## src/rtl/multicycle_controller_if.sv

```systemverilog
// rtl/multicycle_controller_if.sv - instruction-memory, decode and execute handshake bundle
interface multicycle_controller_if;
    logic        imem_req;
    logic [7:0]  imem_addr;
    logic        imem_ack;
    logic [7:0]  imem_data;
    logic [4:0]  rf_read1;
    logic [4:0]  rf_read2;
    logic [4:0]  rf_waddr;
    logic [31:0] imm_ext;
    logic [2:0]  alu_op;
    logic        alu_src_imm;
    logic        exec_start;
    logic        exec_done;
    logic        rf_we;

    modport master (
        output imem_req, imem_addr, rf_read1, rf_read2, rf_waddr, imm_ext,
               alu_op, alu_src_imm, exec_start, rf_we,
        input  imem_ack, imem_data, exec_done
    );

    modport slave (
        input  imem_req, imem_addr, rf_read1, rf_read2, rf_waddr, imm_ext,
               alu_op, alu_src_imm, exec_start, rf_we,
        output imem_ack, imem_data, exec_done
    );
endinterface

```

## src/rtl/multicycle_controller.sv

```systemverilog
// rtl/multicycle_controller.sv - fetch/decode/execute/writeback sequencer with illegal and timeout traps
module multicycle_controller #(
    parameter int unsigned PC_STEP      = 4,
    parameter int unsigned EXEC_TIMEOUT = 15
) (
    input  logic                    clk,
    input  logic                    reset,
    input  logic                    run_i,
    multicycle_controller_if.master bus,
    output logic [7:0]              pc_o,
    output logic                    halted_o,
    output logic                    illegal_o,
    output logic                    timeout_o
);
    typedef enum logic [2:0] {IDLE, FETCH, DECODE, EXEC, WB, TRAP} state_t;

    state_t      state_q;
    logic [7:0]  pc_q;
    logic [31:0] ir_q;
    logic [1:0]  byte_cnt_q;
    logic [7:0]  exec_cnt_q;
    logic        req_q, exec_start_q, rf_we_q;
    logic        halted_q, illegal_q, timeout_q;
    logic [4:0]  rd1_q, rd2_q, wa_q;
    logic [31:0] imm_q;
    logic [2:0]  alu_op_q;
    logic        src_imm_q;

    logic [31:0] ir_d;
    logic [5:0]  opc_d;
    logic        legal_d;
    logic [4:0]  rd2_d, wa_d;
    logic [2:0]  alu_op_d;
    logic        src_imm_d;

    // Word as it will look once the byte currently on the bus is captured.
    always_comb begin
        ir_d = ir_q;
        case (byte_cnt_q)
            2'd0: ir_d[31:24] = bus.imem_data;
            2'd1: ir_d[23:16] = bus.imem_data;
            2'd2: ir_d[15:8]  = bus.imem_data;
            default: ir_d[7:0] = bus.imem_data;
        endcase
    end

    always_comb begin
        opc_d     = ir_d[31:26];
        legal_d   = 1'b1;
        rd2_d     = ir_d[20:16];
        wa_d      = ir_d[15:11];
        alu_op_d  = 3'd0;
        src_imm_d = 1'b0;
        if (opc_d <= 6'd5) begin
            alu_op_d = opc_d[2:0];
        end else if (opc_d <= 6'd10) begin
            rd2_d     = 5'd0;
            wa_d      = ir_d[20:16];
            src_imm_d = 1'b1;
            case (opc_d)
                6'd6:    alu_op_d = 3'd0;
                6'd7:    alu_op_d = 3'd1;
                6'd8:    alu_op_d = 3'd2;
                6'd9:    alu_op_d = 3'd4;
                default: alu_op_d = 3'd5;
            endcase
        end else begin
            legal_d = 1'b0;
        end
    end

    always_ff @(posedge clk) begin
        if (reset) begin
            state_q      <= IDLE;
            pc_q         <= 8'd0;
            ir_q         <= 32'd0;
            byte_cnt_q   <= 2'd0;
            exec_cnt_q   <= 8'd0;
            req_q        <= 1'b0;
            exec_start_q <= 1'b0;
            rf_we_q      <= 1'b0;
            halted_q     <= 1'b1;
            illegal_q    <= 1'b0;
            timeout_q    <= 1'b0;
            rd1_q        <= 5'd0;
            rd2_q        <= 5'd0;
            wa_q         <= 5'd0;
            imm_q        <= 32'd0;
            alu_op_q     <= 3'd0;
            src_imm_q    <= 1'b0;
        end else begin
            exec_start_q <= 1'b0;
            rf_we_q      <= 1'b0;
            case (state_q)
                IDLE: begin
                    halted_q <= 1'b1;
                    if (run_i) begin
                        state_q    <= FETCH;
                        byte_cnt_q <= 2'd0;
                        req_q      <= 1'b1;
                        halted_q   <= 1'b0;
                    end
                end
                FETCH: begin
                    if (bus.imem_ack) begin
                        ir_q       <= ir_d;
                        byte_cnt_q <= byte_cnt_q + 2'd1;
                        if (byte_cnt_q == 2'd3) begin
                            req_q   <= 1'b0;
                            state_q <= DECODE;
                            // Decoded fields change only for legal words so they hold until the next decode.
                            if (legal_d) begin
                                rd1_q     <= ir_d[25:21];
                                rd2_q     <= rd2_d;
                                wa_q      <= wa_d;
                                imm_q     <= {{16{ir_d[15]}}, ir_d[15:0]};
                                alu_op_q  <= alu_op_d;
                                src_imm_q <= src_imm_d;
                            end
                        end
                    end
                end
                DECODE: begin
                    if (ir_q[31:26] > 6'd10) begin
                        state_q   <= TRAP;
                        illegal_q <= 1'b1;
                        halted_q  <= 1'b1;
                    end else begin
                        state_q      <= EXEC;
                        exec_start_q <= 1'b1;
                        exec_cnt_q   <= 8'd0;
                    end
                end
                EXEC: begin
                    if (bus.exec_done) begin
                        state_q <= WB;
                        rf_we_q <= 1'b1;
                    end else if (exec_cnt_q == 8'(EXEC_TIMEOUT - 1)) begin
                        state_q   <= TRAP;
                        timeout_q <= 1'b1;
                        halted_q  <= 1'b1;
                    end else begin
                        exec_cnt_q <= exec_cnt_q + 8'd1;
                    end
                end
                WB: begin
                    pc_q       <= pc_q + 8'(PC_STEP);
                    byte_cnt_q <= 2'd0;
                    if (run_i) begin
                        state_q <= FETCH;
                        req_q   <= 1'b1;
                    end else begin
                        state_q  <= IDLE;
                        halted_q <= 1'b1;
                    end
                end
                default: begin
                    halted_q <= 1'b1;
                end
            endcase
        end
    end

    assign bus.imem_req    = req_q;
    assign bus.imem_addr   = pc_q + {6'd0, byte_cnt_q};
    assign bus.rf_read1    = rd1_q;
    assign bus.rf_read2    = rd2_q;
    assign bus.rf_waddr    = wa_q;
    assign bus.imm_ext     = imm_q;
    assign bus.alu_op      = alu_op_q;
    assign bus.alu_src_imm = src_imm_q;
    assign bus.exec_start  = exec_start_q;
    assign bus.rf_we       = rf_we_q;
    assign pc_o            = pc_q;
    assign halted_o        = halted_q;
    assign illegal_o       = illegal_q;
    assign timeout_o       = timeout_q;
endmodule

```

## src/flat_wrapper.sv

```systemverilog
// flat-port wrapper written by rule: the top's interface ports become plain ports
module multicycle_controller_flat 
#(
    parameter int unsigned PC_STEP      = 4,
    parameter int unsigned EXEC_TIMEOUT = 15
)
  (clk, reset, run_i, pc_o, halted_o, illegal_o, timeout_o, bus_imem_req, bus_imem_addr, bus_rf_read1, bus_rf_read2, bus_rf_waddr, bus_imm_ext, bus_alu_op, bus_alu_src_imm, bus_exec_start, bus_rf_we, bus_imem_ack, bus_imem_data, bus_exec_done);
  multicycle_controller_if bus_i ();
  input  logic clk;
  input  logic reset;
  input  logic run_i;
  output logic [7:0] pc_o;
  output logic halted_o;
  output logic illegal_o;
  output logic timeout_o;
  output wire logic [$bits(bus_i.imem_req)-1:0] bus_imem_req;
  output wire logic [$bits(bus_i.imem_addr)-1:0] bus_imem_addr;
  output wire logic [$bits(bus_i.rf_read1)-1:0] bus_rf_read1;
  output wire logic [$bits(bus_i.rf_read2)-1:0] bus_rf_read2;
  output wire logic [$bits(bus_i.rf_waddr)-1:0] bus_rf_waddr;
  output wire logic [$bits(bus_i.imm_ext)-1:0] bus_imm_ext;
  output wire logic [$bits(bus_i.alu_op)-1:0] bus_alu_op;
  output wire logic [$bits(bus_i.alu_src_imm)-1:0] bus_alu_src_imm;
  output wire logic [$bits(bus_i.exec_start)-1:0] bus_exec_start;
  output wire logic [$bits(bus_i.rf_we)-1:0] bus_rf_we;
  input wire logic [$bits(bus_i.imem_ack)-1:0] bus_imem_ack;
  input wire logic [$bits(bus_i.imem_data)-1:0] bus_imem_data;
  input wire logic [$bits(bus_i.exec_done)-1:0] bus_exec_done;
  assign bus_imem_req = bus_i.imem_req;
  assign bus_imem_addr = bus_i.imem_addr;
  assign bus_rf_read1 = bus_i.rf_read1;
  assign bus_rf_read2 = bus_i.rf_read2;
  assign bus_rf_waddr = bus_i.rf_waddr;
  assign bus_imm_ext = bus_i.imm_ext;
  assign bus_alu_op = bus_i.alu_op;
  assign bus_alu_src_imm = bus_i.alu_src_imm;
  assign bus_exec_start = bus_i.exec_start;
  assign bus_rf_we = bus_i.rf_we;
  assign bus_i.imem_ack = bus_imem_ack;
  assign bus_i.imem_data = bus_imem_data;
  assign bus_i.exec_done = bus_exec_done;
  multicycle_controller #(.PC_STEP(PC_STEP), .EXEC_TIMEOUT(EXEC_TIMEOUT)) u_core (.clk(clk), .reset(reset), .run_i(run_i), .bus(bus_i), .pc_o(pc_o), .halted_o(halted_o), .illegal_o(illegal_o), .timeout_o(timeout_o));
endmodule
```

## config.mk

```make
export PLATFORM = sky130hd
export DESIGN_NAME = multicycle_controller_flat
export DESIGN_NICKNAME = d
export VERILOG_FILES = /design/src/rtl/multicycle_controller_if.sv /design/src/rtl/multicycle_controller.sv /design/src/flat_wrapper.sv
export SDC_FILE = /design/constraint.sdc
export NUM_CORES = 1
export LEC_CHECK = 0
export CORE_MARGIN = 3
export CORE_UTILIZATION = 30
export DETAILED_ROUTE_END_ITERATION = 6
export GPL_ROUTABILITY_DRIVEN = 0
export PLACE_DENSITY = 0.63
export RECOVER_POWER = 50
export SLEW_MARGIN = 40
export SYNTH_ARGS = -nofsm -noshare
export SYNTH_HDL_FRONTEND = slang
export SYNTH_SLANG_ARGS = --single-unit
```

## constraint.sdc

```tcl
create_clock -name clk -period 2.45 [get_ports clk]
set_input_delay 0.6125 -clock clk [delete_from_list [all_inputs] [get_ports clk]]
set_output_delay 0.6125 -clock clk [all_outputs]
set_load 0.05 [all_outputs]
```

Yosys cells after proc, flatten, opt, wreduce, memory -nomap -nowiden
Index checks and enable logic that the tools add are counted.
{"block": "op_classes", "addsub": 4, "multipliers": 0, "div_mod_pow": 0, "n_lt_le_gt_ge": 3, "n_eq_ne": 23, "n_shift": 0, "mux": 41, "bitwise_logic": 4, "n_reduce_logical": 19}
{"operator": "two-way mux 8 bit", "count": 7}
{"operator": "two-way mux 3 bit", "count": 8}
{"operator": "two-way mux 5 bit", "count": 4}
{"operator": "one-hot mux 8 bit (2 select lines)", "count": 1}
{"operator": "one-hot mux 3 bit (5 select lines)", "count": 1}
{"operator": "two-way mux 1 bit", "count": 14}
{"operator": "== test 6 x 3 -> 1 bit (second input constant)", "count": 2}
{"operator": "== test 6 x 4 -> 1 bit (second input constant)", "count": 2}
{"operator": "inequality test 2 bit (second input constant)", "count": 6}
{"operator": "one-hot mux 3 bit (4 select lines)", "count": 1}
{"operator": "AND reduction 4 bit", "count": 3}
{"operator": "AND reduction 5 bit", "count": 2}
{"operator": "adder 8 x 1 -> 8 bit (second input constant)", "count": 1}
{"operator": "adder 8 x 2 -> 8 bit", "count": 1}
{"operator": "adder 8 x 3 -> 8 bit (second input constant)", "count": 1}
{"operator": "== test 8 x 4 -> 1 bit (second input constant)", "count": 1}
{"operator": "inequality test 2 x 1 -> 1 bit (second input constant)", "count": 4}
{"operator": "== test 3 x 2 -> 1 bit (second input constant)", "count": 2}
{"operator": "greater-than comparator 6 x 4 -> 1 bit (second input constant)", "count": 1}
{"operator": "less-or-equal comparator 6 x 3 -> 1 bit (second input constant)", "count": 1}
{"operator": "less-or-equal comparator 6 x 4 -> 1 bit (second input constant)", "count": 1}
{"operator": "one-hot mux 2 bit (3 select lines)", "count": 1}
{"operator": "AND reduction 3 bit", "count": 2}
{"operator": "OR reduction 2 bit", "count": 3}
{"operator": "17 further kinds", "count": 24}
{"block": "word_totals", "ff_bits": 94, "latch_bits": 0, "ram_bits": 0, "rom_bits": 0, "out_inout_bits": 73, "mem_count": 0}

Longest topological paths before layout
Gate-level depths: netlist of run 1.
{"block": "depth", "depth_word": 6, "ltp_mapped": 10}

Least setup slack after synthesis of run 1
No wires, ideal clock.
{"block": "synth_timing", "path_kind": "register to register", "start": "reg u_core.byte_cnt_q[0]", "end": "reg u_core.wa_q[4], in the netlist u_core.bus.rf_waddr[4]", "setup_time_ns": 0.132, "t_arrival_ns": 2.452, "t_required_ns": 2.318, "slack_ns": -0.134, "path_stages_with_launch": 9, "path_buffers": 1, "period_less_slack_ns": 2.584, "cell_sequence": "dfxtp_1 -> inv_1 -> ha_1 -> buf_6 -> mux2_4 -> or3_1 -> a21oi_4 -> a21bo_2 -> o22ai_2"}
{"block": "synth_via", "elab_chain_cells": 6}
{"element": "start: declaration", "line": "multicycle_controller.sv:20", "source": "logic [1:0] byte_cnt_q;"}
{"element": "start signal: assignment", "line": "multicycle_controller.sv:107", "source": "byte_cnt_q <= byte_cnt_q + 2'd1;"}
{"element": "logical NOT 2 bit", "line": "multicycle_controller.sv:39", "source": "case (byte_cnt_q)"}
{"element": "two-way mux 8 bit", "line": "multicycle_controller.sv:39"}
{"element": "less-or-equal comparator 6 x 4 -> 1 bit", "line": "multicycle_controller.sv:56", "source": "end else if (opc_d <= 6'd10) begin"}
{"element": "two-way mux 1 bit", "line": "multicycle_controller.sv:56"}
{"element": "two-way mux 1 bit", "line": "multicycle_controller.sv:54", "source": "if (opc_d <= 6'd5) begin"}
{"element": "AND reduction 4 bit (no source line)"}
{"element": "end signal: assignment", "line": "multicycle_controller.sv:115", "source": "wa_q <= wa_d;"}
{"element": "end: declaration", "line": "multicycle_controller.sv:24", "source": "logic [4:0] rd1_q, rd2_q, wa_q;"}
Several ways; a longest one is shown, not always the timed one.
A chain may end at the register's enable or synchronous reset.

Worst setup path after layout of run 1
{"block": "layout_timing", "start": "in bus_imem_ack", "end": "reg u_core.ir_q[9]"}
{"block": "layout_via", "elab_chain_cells": 1}
{"element": "start: declaration", "line": "flat_wrapper.sv:26", "source": "input wire logic [$bits(bus_i.imem_ack)-1:0] bus_imem_ack;"}
{"element": "AND reduction 2 bit (no source line)"}
{"element": "end signal: assignment", "line": "multicycle_controller.sv:106", "source": "ir_q <= ir_d;"}
{"element": "end: declaration", "line": "multicycle_controller.sv:19", "source": "logic [31:0] ir_q;"}
Every way passes these cells.

==> results by group, run 1 <==
Setup path
  • Required @ worst endpoint: ~2.7 ns
  • Critical R2R Capture: u_core.bus.rf_read2[2]
  • Maximum fanout along the worst path: 43
  • FF-to-FF Start: u_core.byte_cnt_q[0]
  • Critical Path Sink Type: register
  • Setup Crit Path Kind: primary input to register
  • CP startpoint: bus_imem_ack
  • Crit path capture: u_core.ir_q[9]
  • Critical path data arrival time: approximately 2.5 ns
  • R2R cell count: 8
  • R2R Setup Slk: roughly 0.18 ns
  • Critical path startpoint category: primary input

Synth
  • Top cells by area, synth: dfxtp_1 41%, mux2i_1 5.3%, nor2_1 5.3%
  • Synthesis-stage register bit count: 84
  • Post-synth top area share: 40.8%
  • Synth Instances: 453
  • Top cells by count, synth: 84 x dfxtp_1, 58 x nor2_1, 47 x nand2_1
  • Count leader, synth: dfxtp_1
  • Mapped cell area: 4120 um^2
  • Number of enable flip-flop cells after synthesis: 0
  • Yosys cell types: between 60 and 70
  • Mean area per synthesized cell: 9.10 um^2
  • Most used DFF post-synth: dfxtp_1
  • Leading area contributor after synthesis: dfxtp_1
  • Synth warn: 0
  • Seq/Total Area, Yosys: 40.8%
  • Post-synth ARST share: 0%

Clocking
  • Root Buffer: clkbuf_16
  • CTS clk-pin slew, worst paths: approximately 0.07 ns
  • Number of setup buffers added after CTS: 0
  • Number of clock buffers inserted by TritonCTS: 9
  • Clock Latency Late Sink: between 0.3 and 0.4 ns
  • Max Buffers Root-to-Sink: 2
  • H-Tree Depth: 3
  • Clock sink count: 84
  • CTS tree: built

Power and ir drop
  • Leak: 1.82 nW
  • Maximum VDD drop: around 280 uV
  • Power per cell area: 602 nW/um^2

Place
  • Port Buffer Count: 83
  • Detailed placer's ending HPWL: 7480 um
  • Placed insts: 688
  • Placed cell areas: around 5000 um^2
  • Pre-CTS WS: -0.0589 ns

Layout
  • Post-Layout Cell Count: 704
  • Fillcell total: 1397
  • Final Cell Area: around 5200 um^2
  • # diodes: 0
  • Area growth syn-to-layout: 27.2%
  • Share of cells above drive strength 1: 14.8%
  • Nets: 544
  • Post-layout util: about 39%

STA
  • Final setup viols: 0
  • Tcrit/Tclk final: 93.2%
  • Fin Hold WS: 0.456 ns
  • Skew final: between 0.008 and 0.009 ns
  • Rel. slew slack: 46.2%
  • Worst Max-Slew Pin Slew: ~0.80 ns
  • Final min period: 2.28 ns
  • Fmax: 0.438 GHz
  • RSZ-0062 raised after global routing: false
  • Fin. max-slew vios: 0
  • Final worst slack: 0.167 ns
  • Hold Vio Cnt, Final: 0

Global route
  • Number of global-route vias before repair: 3142
  • GRT overflow: 0
  • Largest net degree at the start of global routing: 44
  • M1 GR Usage: around 17%
  • Overall Global Routing Usage: 13.7%
  • Met3 Use GR: 4.16%
  • Number of antenna violations at the first check in global routing: 0
  • Gr busiest metal: met2
  • First-pass GRT wire length: 16100 um
  • Met2 GRT Util: 22.0%

Drt
  • Drt first-iter violations: 263
  • Antenna Violating Nets Remaining: 0
  • DR DRC count: 0
  • DR vias: 3391
  • Via-to-Cell Ratio: 4.82
  • Total wire length: 10300 um
  • Routed len/inst: 14.6 um
  • Pre-antenna DRT Iters: 4

Flow run
  • Max_cap viols: 0

Min path
  • HP Class: register to register

Floorplanning
  • Die height: 123 um
  • Placeable Area: 13300 um^2
  • Top Ports: 86
  • Die ar.: 15200 um^2
  • # rows: 42
  • Initial Util: approximately 30%
  • Die width: 123 um

Outcome
  • Status: completed
worst max-delay path, cell delays in order:
cell	delay, ns
dlygate4sd3_1	0.60
nand3b_1	0.13
nor4b_1	0.31
clkbuf_4	0.49
nand2_1	0.18
nand2_1	0.11
a21oi_1	0.06
layer usage:
layer / part of all wire [%] / vias up / routed length, um
met3: 6.5 / 19 / 664
met2: 46 / 86 / 4760
met4: 2.4 / 0 / 244
met1: 45 / 1578 / 4590
met5: 0 / - / 0
li1: - / 1708 / -
final cells by class:
cell class / instances / area (um^2) / share of cell area (%)
Clock buffer: 10 / 239 / 4.56
Clock inverter: 6 / 68.8 / 1.31
Inverter: 9 / 33.8 / 0.645
Multi-Input combinational cell: 306 / 2040 / 39.0
Sequential cell: 84 / 1680 / 32.1
Tap cell: 176 / 220 / 4.20
Timing Repair Buffer: 113 / 953 / 18.2
power by group:
| group | switching (mW) | total (mW) | internal (mW) | leakage [nW] |
|---|---|---|---|---|
| clock network | 0.589 | 1.42 | 0.827 | 0.150 |
| registers | 0.0220 | 1.41 | 1.39 | 0.679 |
| logic | 0.198 | 0.329 | 0.131 | 0.992 |
registers in the layout (all words and copies together) (netlist names), 2 cells and up:
| name | count |
|---|---|
| u_core.ir_q | 24 |
| u_core.exec_cnt_q | 8 |
| u_core.bus.imm_ext | 16 |
| u_core.state_q | 3 |
| u_core.bus.rf_waddr | 5 |
| u_core.bus.alu_op | 3 |
| u_core.bus.rf_read1 | 5 |
| u_core.bus.rf_read2 | 5 |
| u_core.pc_o | 6 |
| u_core.byte_cnt_q | 2 |
kinds of logic after synthesis:
| kind of cell | Yosys count | synth area share, % |
|---|---|---|
| xor gates and xnor gates | 13 | 2.76 |
| buffers and inverters | 64 | 9.11 |
| adders and majority gates | 8 | 2.43 |
| and+or+nand+nor | 154 | 17.9 |
| muxes | 26 | 7.14 |
| DFF | 84 | 40.8 |
| other | 1 | 0.0910 |
| AOI/OAI and AO/OA | 103 | 19.7 |
repair_timing:
action                                  CTS  global route
endpoints found under the setup margin    0            27
gates resized for setup                   0             1
hold buffers                              0             0
layout by cell type, fill, tap and decap left out, types with 6 or more instances in the layout:
master	synthesis	final
a211oi_1	28	28
a21oi_1	23	23
a21oi_2	6	6
buf_4	27	27
clkbuf_1	14	18
clkbuf_16	0	9
clkdlybuf4s50_1	0	51
dfxtp_1	84	82
dlygate4sd3_1	0	14
ha_1	8	7
inv_1	9	9
mux2i_1	22	22
nand2_1	47	47
nand3_1	13	13
nor2_1	58	58
nor2b_1	8	8
o21ai_0	5	6
xor2_1	9	9
worst min-delay path by stage:
stage                          start                    end  slack [ns]  depth (start not counted)
6_report             u_core.ir_q[21]        u_core.ir_q[21]        0.46                          2
5_1_grt        u_core.bus.imm_ext[3]  u_core.bus.imm_ext[3]        0.48                          2
4_1_cts              u_core.ir_q[21]        u_core.ir_q[21]        0.46                          2
3_5_place_dp         u_core.ir_q[21]        u_core.ir_q[21]        0.45                          2
3_3_place_gp         u_core.ir_q[24]        u_core.ir_q[24]        0.44                          2
2_1_floorplan        u_core.ir_q[10]        u_core.ir_q[10]        0.44                          2
through the flow:
step                power (mW)  setup TNS (ns)
finish                    3.16               0
global placement          1.77         -0.0749
floorplan                 1.67               0
CTS                       3.19               0
detailed placement        1.78          -0.427
global route              3.28               0
(Power assumes the default switching activity.)
==> inputs of run 2 (changes only) <==
--- a/config.mk
+++ b/config.mk
@@ -8,8 +8,9 @@
 export CORE_MARGIN = 3
 export CORE_UTILIZATION = 30
 export DETAILED_ROUTE_END_ITERATION = 6
+export DONT_BUFFER_PORTS = 1
 export GPL_ROUTABILITY_DRIVEN = 0
-export PLACE_DENSITY = 0.63
+export PLACE_DENSITY = 0.55
 export RECOVER_POWER = 50
 export SLEW_MARGIN = 40
 export SYNTH_ARGS = -nofsm -noshare
==> run 2 against run 1 <==
  * Via count down 13%
  * First-iteration DRC count down 52%
  * Combinational power down 30%
  * Maximum frequency up 2.5%
  * Critical path depth unchanged
  * Clock skew about the same
  * Core utilization down 5.8 points
  * Die area unchanged
  * Power down 2.9%
  * Sequential power about the same
  * Largest cell class unchanged
==> results by group, run 2 (synthesized netlist as in run 1, its figures left out) <==
Power and ir drop
  • Power per cell area: 686 nW/um^2 (+14%)
  • Maximum VDD drop: 324 uV (+18%)
  • Leak: 1.49 nW (-18%)
  • Power Total: 3.07 mW (-2.9%)

Global route
  • Largest net degree at the start of global routing: 80 (+82%)
  • Overall Global Routing Usage: 12.7% (-1.0 points)
  • Number of global-route vias before repair: 2868 (-8.7%)
  • Number of antenna violations at the first check in global routing: 0 (unchanged)
  • First-pass GRT wire length: 14900 um (-7.6%)
  • GRT overflow: 0 (unchanged)

Place
  • Port Buffer Count: 0 (-100%)
  • Pre-CTS WS: -0.0303 ns (+0.0285 ns)
  • Placed insts: 597 (-13%)
  • Placed cell areas: 4210 um^2 (-16%)
  • Detailed placer's ending HPWL: 6680 um (-11%)

STA
  • Worst Max-Slew Pin Slew: 1.26 ns (+0.459 ns)
  • Hold Vio Cnt, Final: 0 (unchanged)
  • Skew final: 0.00840 ns (+0.000389 ns)
  • Rel. slew slack: 15.8% (-30 points)
  • Fmax: 0.449 GHz (+2.5%)
  • Fin. max-slew vios: 0 (unchanged)
  • Fin Setup TNS: 0 ns (unchanged)
  • Final worst slack: 0.223 ns (+0.0567 ns)
  • Final min period: 2.23 ns (-0.0567 ns)
  • Final setup viols: 0 (unchanged)
  • RSZ-0062 raised after global routing: false
  • Tcrit/Tclk final: 90.9% (-2.3 points)

Drt
  • DR DRC count: 0 (unchanged)
  • Drt first-iter violations: 126 (-52%)
  • Antenna Violating Nets Remaining: 0 (unchanged)
  • Pre-antenna DRT Iters: 4 (unchanged)
  • Via-to-Cell Ratio: 4.82 (about the same)
  • DR vias: 2955 (-13%)
  • Routed len/inst: 15.5 um (+6.2%)
  • Total wire length: 9480 um (-7.6%)

Setup path
  • Crit-path slowest cell: a211o_2
  • Critical path data arrival time: 2.45 ns (-0.06 ns)
  • Required @ worst endpoint: 2.68 ns (about the same)
  • CP cell instances: inv_1 > ha_2 > mux2i_4 > o21ai_2 > a211o_2 > a22oi_1 > nor2_1
  • Critical path startpoint category: register
  • Maximum fanout along the worst path: 21 (-51%)
  • CP peak stage delay: 0.53 ns (-0.07 ns)
  • Setup Crit Path Kind: register to register
  • Critical Path Sink Type: register

Layout
  • Most frequent cells in the layout: 83 x dfxtp_1, 58 x nor2_1, 47 x nand2_1
  • # diodes: 0 (unchanged)
  • Area growth syn-to-layout: 8.50%
  • Share of cells above drive strength 1: 15.6% (+0.79 points)
  • Largest Register: u_core.ir_q
  • Most common cell after layout, fill and taps aside: dfxtp_1
  • Fillcell total: 1416 (+1.4%)
  • Final Cell Area: 4470 um^2 (-15%)
  • Max reg flops: 24 (unchanged)
  • Post-Layout Cell Count: 613 (-13%)
  • Nets: 453 (-17%)

Clocking
  • Root Buffer: clkbuf_16
  • CTS tree: built
  • Max Buffers Root-to-Sink: 2 (unchanged)
  • Number of clock buffers inserted by TritonCTS: 9 (unchanged)
  • CTS clk-pin slew, worst paths: 0.06 ns (about the same)
  • Clock Latency Late Sink: 0.34 ns (about the same)
  • Clock sink count: 84 (unchanged)
  • H-Tree Depth: 3 (unchanged)

Floorplanning
  • Initial Util: 30.9% (unchanged)
  • Placeable Area: 13300 um^2 (unchanged)
  • Die width: 123 um (unchanged)
  • Die ar.: 15200 um^2 (unchanged)
  • Top Ports: 86 (unchanged)
  • Die height: 123 um (unchanged)
  • # rows: 42 (unchanged)

Flow run
  • Max_cap viols: 0 (unchanged)

Min path
  • HP Class: primary input to register

Outcome
  • Status: completed
[run 2: critical path: cells and delay by family (launching register included)]
| family | cells | cell delay, ns |
|---|---|---|
| AND/OR/NAND/NOR | 1 | 0.06 |
| multiplexers | 1 | 0.37 |
| adder cells (fa/ha/maj) | 1 | 0.31 |
| flip-flops | 1 | 0.32 |
| buffers and inverters | 1 | 0.11 |
| AO/OA/AOI/OAI | 3 | 0.94 |
[run 2: layer usage]
layer,GRT usage (%),vias up,part of all wire [%]
met1,15.7,1349,44
met2,20.2,81,47
met4,4.01,0,0.81
li1,-,1518,-
met5,0,-,0
met3,5.08,7,8.1
[run 2: final timing paths]
path / to / slack [ns] / cells past startpoint / startpoint
worst max register to register: u_core.bus.rf_read2[3] / 0.22 / 7 / u_core.byte_cnt_q[1]
worst min register to register: u_core.ir_q[24] / 0.46 / 2 / u_core.ir_q[24]
worst max-delay path: u_core.bus.rf_read2[3] / 0.22 / 7 / u_core.byte_cnt_q[1]
worst min-delay path: u_core.illegal_o / 0.34 / 1 / reset
[run 2: layout make-up]
class	count	area [um^2]	share of cell area, %
Inverter	9	33.8	0.756
Clock inverter	4	56.3	1.26
Multi-Input combinational cell	306	2070	46.4
Timing Repair Buffer	22	148	3.30
Sequential cell	84	1680	37.6
Tap cell	176	220	4.93
Clock buffer	12	256	5.74
[run 2: where the power goes]
group / switching, mW / internal, mW / total, mW
clock: 0.552 / 0.855 / 1.41
combinational: 0.133 / 0.0953 / 0.229
sequential: 0.0407 / 1.39 / 1.43
total: 0.726 / 2.34 / 3.07
[run 2: what timing repair did]
action                     in CTS  in global routing
gates cloned                    0                  0
pin swaps                       0                  0
hold buffers                    0                  0
buffers inserted                0                  0
gates resized for setup         1                  1
setup endpoints to repair       5                 17
[run 2: metrics by stage]
step	util, %	hold WS, ns
after floorplan	-	0.436
after global placement	31.6	0.438
after detailed placement	31.6	0.442
after CTS	33.9	0.324
after global routing	33.5	0.330
final	33.5	0.343
